===== config.mk =====
export PLATFORM = sky130hd
export DESIGN_NAME = pipe_ctrl
export DESIGN_NICKNAME = d
export VERILOG_FILES = /design/src/rtl/pipe_ctrl.sv
export SDC_FILE = /design/constraint.sdc
export NUM_CORES = 1
export LEC_CHECK = 0
export ABC_AREA = 1
export CELL_PAD_IN_SITES_DETAIL_PLACEMENT = 0
export CELL_PAD_IN_SITES_GLOBAL_PLACEMENT = 1
export CORE_ASPECT_RATIO = 1.75
export CORE_MARGIN = 2
export CORE_UTILIZATION = 37
export CTS_CLUSTER_DIAMETER = 50
export DETAILED_ROUTE_END_ITERATION = 7
export PLACE_DENSITY = 0.82
export SYNTH_ARGS = -nofsm -noshare
export SYNTH_HDL_FRONTEND = slang
export SYNTH_SLANG_ARGS = --single-unit

===== constraint.sdc =====
create_clock -name CLK -period 4.8 [get_ports CLK]
set_input_delay 0.72 -clock CLK [delete_from_list [all_inputs] [get_ports CLK]]
set_output_delay 0.72 -clock CLK [all_outputs]
set_load 0.01 [all_outputs]

===== src/rtl/pipe_ctrl.sv =====
// ============================================================================
// pipe_ctrl: front/back pipeline sequencing (hazard, flush, memory freeze)
// Rev 1.0
// ============================================================================
`default_nettype none

module pipe_ctrl #(
  parameter bit FWD_EN      = 1'b0,
  parameter int MEM_TIMEOUT = 255,
  parameter int CNT_W       = 16
) (
  input  logic             CLK,
  input  logic             RST,
  input  logic             Two_src,
  input  logic [3:0]       src1,
  input  logic [3:0]       src2,
  input  logic [3:0]       Exe_Dest,
  input  logic             Exe_WB_EN,
  input  logic             Exe_MEM_R_EN,
  input  logic [3:0]       Mem_Dest,
  input  logic             Mem_WB_EN,
  input  logic             Mem_req,
  input  logic             mem_ready,
  input  logic             Branch_taken,
  output logic             hazard,
  output logic             freeze_front,
  output logic             flush_front,
  output logic             freeze_back,
  output logic             mem_err,
  output logic [CNT_W-1:0] stall_count
);

  localparam int WAIT_W = (MEM_TIMEOUT < 1) ? 1 : $clog2(MEM_TIMEOUT + 1);
  localparam logic [WAIT_W-1:0] WAIT_LAST = WAIT_W'(MEM_TIMEOUT - 1);

  typedef enum logic [1:0] {
    ST_RUN  = 2'd0,
    ST_WAIT = 2'd1,
    ST_ERR  = 2'd2
  } state_t;

  state_t            state;
  state_t            state_next;
  logic [WAIT_W-1:0] wait_cnt;
  logic              exe_match;
  logic              mem_match;
  logic              dep;
  logic              mem_stall;

  assign exe_match = Exe_WB_EN && ((Exe_Dest == src1) || (Two_src && (Exe_Dest == src2)));
  assign mem_match = Mem_WB_EN && ((Mem_Dest == src1) || (Two_src && (Mem_Dest == src2)));

  // With forwarding only a load in EXE cannot be bypassed in time.
  assign dep = FWD_EN ? (exe_match && Exe_MEM_R_EN) : (exe_match || mem_match);

  assign mem_stall = ((state == ST_RUN)  && Mem_req && !mem_ready) ||
                     ((state == ST_WAIT) && !mem_ready) ||
                     (state == ST_ERR);

  always_comb begin
    state_next = state;
    case (state)
      ST_RUN: begin
        if (Mem_req && !mem_ready) state_next = ST_WAIT;
      end
      ST_WAIT: begin
        if (mem_ready)                   state_next = ST_RUN;
        else if (wait_cnt == WAIT_LAST)  state_next = ST_ERR;
      end
      ST_ERR:  state_next = ST_ERR;
      default: state_next = ST_RUN;
    endcase
  end

  // Priority: memory freeze, then branch flush, then dependency bubble.
  always_comb begin
    hazard       = 1'b0;
    freeze_front = 1'b0;
    flush_front  = 1'b0;
    freeze_back  = 1'b0;
    if (!RST) begin
      hazard = 1'b0;
    end else if (mem_stall) begin
      freeze_front = 1'b1;
      freeze_back  = 1'b1;
    end else if (Branch_taken) begin
      flush_front = 1'b1;
    end else if (dep) begin
      hazard       = 1'b1;
      freeze_front = 1'b1;
    end
  end

  always_ff @(posedge CLK or negedge RST) begin
    if (!RST) begin
      state       <= ST_RUN;
      wait_cnt    <= '0;
      mem_err     <= 1'b0;
      stall_count <= '0;
    end else begin
      state <= state_next;
      case (state)
        ST_RUN:  wait_cnt <= '0;
        ST_WAIT: if (!mem_ready) wait_cnt <= wait_cnt + WAIT_W'(1);
        default: wait_cnt <= wait_cnt;
      endcase
      if ((state == ST_WAIT) && (state_next == ST_ERR)) mem_err <= 1'b1;
      if (freeze_front && (stall_count != {CNT_W{1'b1}}))
        stall_count <= stall_count + CNT_W'(1);
    end
  end

endmodule

`default_nettype wire


==> metrics <==
DR WL/cell 11.4 um; crit path time final 3430 ps; routability cong. 0.787; Pleak 1.20 nW; simple-gate area share of the yosys netlist 0.388; Post-Synth XOR/XNOR Area 0.0768; Synth area leader dfrtp_1; CTS tree done; WP data arrival 2710 ps; CP top delay family buffers and inverters; number of DRC markers in iteration 0 46; Worst slew margin 0.757; Reg clk slew, reported paths 100 ps; core footprint 4710 sq um; critical-path cell list clkdlybuf4s50_1, inv_1, nand2_1, nand2_1, nor2_1, nand3b_1, nand2_1, nand2_1, nand2_1, nand2_1, nand2_2, buf_4, clkdlybuf4s50_1; cell area power density 235 nW/um^2; non-filler cells in the finished layout 370; mux contribution to synthesized area 0; drt first pass iters 4; max capacitance violation total 0; Synth Instances 272; worst skew pair latency 280 ps; critical path endpoint category output pin; Distinct cells, synth 21; max-slew violation count 0; Worst Path Buf+Inv 4; Post-Syn Area 1820 sq um; required time worst endpoint 4080 ps; dpl ws 1350 ps; compound-cell area share of the yosys netlist 0.0391; Num CTS Buffers 3; GR Util All Layers 0.160; hold_buf cts 0; Clock Sinks 27; Max Freq 0.291 GHz; status completed; CP dominant cell by count nand2_1; IR drop worst, VDD 0.000158 V; CTS root buf clkbuf_8; Yosys top cell area share 0.370; final core occ 0.502; clk buf depth 2; worst hold start mem_err$_DFFE_PN0P_; Via density 4.74; die width 57.1 um; # setup viols final 0; largest family of logic cells by synthesized area simple AND/OR/NAND/NOR gates; number of placement rows 33; setup_tns 0 ps; share of post-route cells with drive strength above 1 0.0535; Slowest cell on crit path clkdlybuf4s50_1; Hold Violations, Final 0; placed instance area 2310 sq um; Critical Path Max Stage Delay 580 ps; post-cts resize count 0; post-CTS setup buffers 0; largest net degree at the start of global routing 29; antenna diode count 0; DR vias 1753; gr ovfl total 0; Min-Delay Path Class reg2reg; Layout fillers 503; crit-path max FO 22; Post-DP HPWL 3.38 mm; FF+latch count, synth 27; vias in the first global route 1603; Layout area overhead 29.5%; fin worst setup slack 1370 ps; sequential fraction of the synthesis area 0.370; die height 96.9 um; RSZ-0062 raised after global routing no; Mapped Avg Cell Area 6.71 sq um; Slew @ Worst Pin 364 ps; reg-to-reg slack, setup 2790 ps; final period utilization 0.715; Hold EP mem_err$_DFFE_PN0P_; reg2reg start stall_count[0]$_DFFE_PN0P_; Placed Cells 366; DRC viols 0; Area contributors post-synth dfrtp_1, nand2_1, inv_1; WL final 4.22 mm; # port buffers 44; FF-to-FF path depth 12; post-route cell area 2360 sq um; Starting Density 0.388; first-pass GRT wire length 7.04 mm; yosys warns 0; Synth Area in Adders 0.0206; initial antenna violation count 0; startpoint types input pin; Worst Clk Skew 5.53 ps; die area 5530 sq um; hold path depth 2; # H-tree levels 1; critical path type in2out; syn nets 300; IO Pins 46; nets@finish 347; ANT nets after route 0; R2R Path End stall_count[9]$_DFFE_PN0P_
## power by group
group,internal (mW),switching (mW),total (mW),leakage (nW)
Combinational,0.0791,0.0707,0.150,0.831
Sequential,0.245,0.0254,0.270,0.344
Clock,0.0591,0.0768,0.136,0.0217
Total,0.383,0.173,0.556,1.20
## worst max path at each step
| stage | from | end | slack [ps] | depth (start not counted) |
|---|---|---|---|---|
| 2_1_floorplan | mem_ready | freeze_front | 2560 | 8 |
| 3_3_place_gp | Exe_Dest[1] | freeze_front | 1350 | 13 |
| 3_5_place_dp | Exe_Dest[1] | freeze_front | 1350 | 13 |
| 4_1_cts | Exe_Dest[1] | freeze_front | 1350 | 13 |
| 5_1_grt | Mem_Dest[3] | freeze_front | 1190 | 13 |
| 6_report | Exe_Dest[1] | freeze_front | 1370 | 13 |
## registers in the layout, indices dropped and copies added (netlist names)
| signal | cells |
|---|---|
| stall_count | 16 |
| wait_cnt | 8 |
| state | 2 |
| mem_err | 1 |
## synthesized netlist by cell type, drive strengths merged
cell type and count:
nand4 2, xor2 13, a21oi 2, nand3b 1
nor3 7, nand3 28, nor3b 1, nor2 28
o22ai 1, o21ai 11, inv 43, buf 4
xnor2 3, dfrtp 27, ha 3, nand2 98
## cell type report
cell class | instances | area [sq um] | share of cell area
multi-input cells | 198 | 956 | 0.405
flip-flops and latches | 27 | 676 | 0.286
repair buffers | 46 | 455 | 0.193
inverters | 43 | 161 | 0.0683
well taps | 52 | 65.1 | 0.0275
clock buffers | 3 | 41.3 | 0.0175
clock inverters | 1 | 7.51 | 0.00318
## kinds of logic after synthesis
family,Yosys count
fa+ha+maj,3
flops,27
compound gates,14
buf+inv,47
xor+xnor,16
simple gates,165
## cell usage in the layout, fill, tap and decap left out
cell,Yosys,layout
nor3b_4,1,1
nand3b_1,1,1
nand3_1,28,28
xor2_1,13,13
nand2_2,6,6
nand4_1,2,2
nor2_1,26,26
inv_2,2,2
nor3_1,7,7
o21ai_0,11,11
buf_4,2,2
clkinvlp_4,0,1
xnor2_1,3,3
inv_1,41,41
nand2_1,92,92
clkbuf_8,0,3
clkdlybuf4s50_1,0,44
dfrtp_1,27,27
o22ai_1,1,1
nor2_2,2,2
a21oi_1,2,2
ha_1,3,3
## layer usage
layer	global-route usage	vias up	wire length, um
li1	-	926	-
met1	0.169	785	1620
met2	0.303	34	2390
met3	0.0201	8	132
met4	0.0644	0	78
met5	0	-	0
## worst min-delay path, cell delays in order, from the launching register on
cell and delay [ps]:
dfrtp_1 360, inv_1 40, nand2_1 50
## metrics by stage
step           total power, mW  hold slack (ps)
2_1_floorplan            0.344              424
3_3_place_gp             0.426              455
3_5_place_dp             0.427              459
4_1_cts                  0.568              488
5_1_grt                  0.593              503
6_report                 0.556              480
Power figures use the tool's default switching activity.
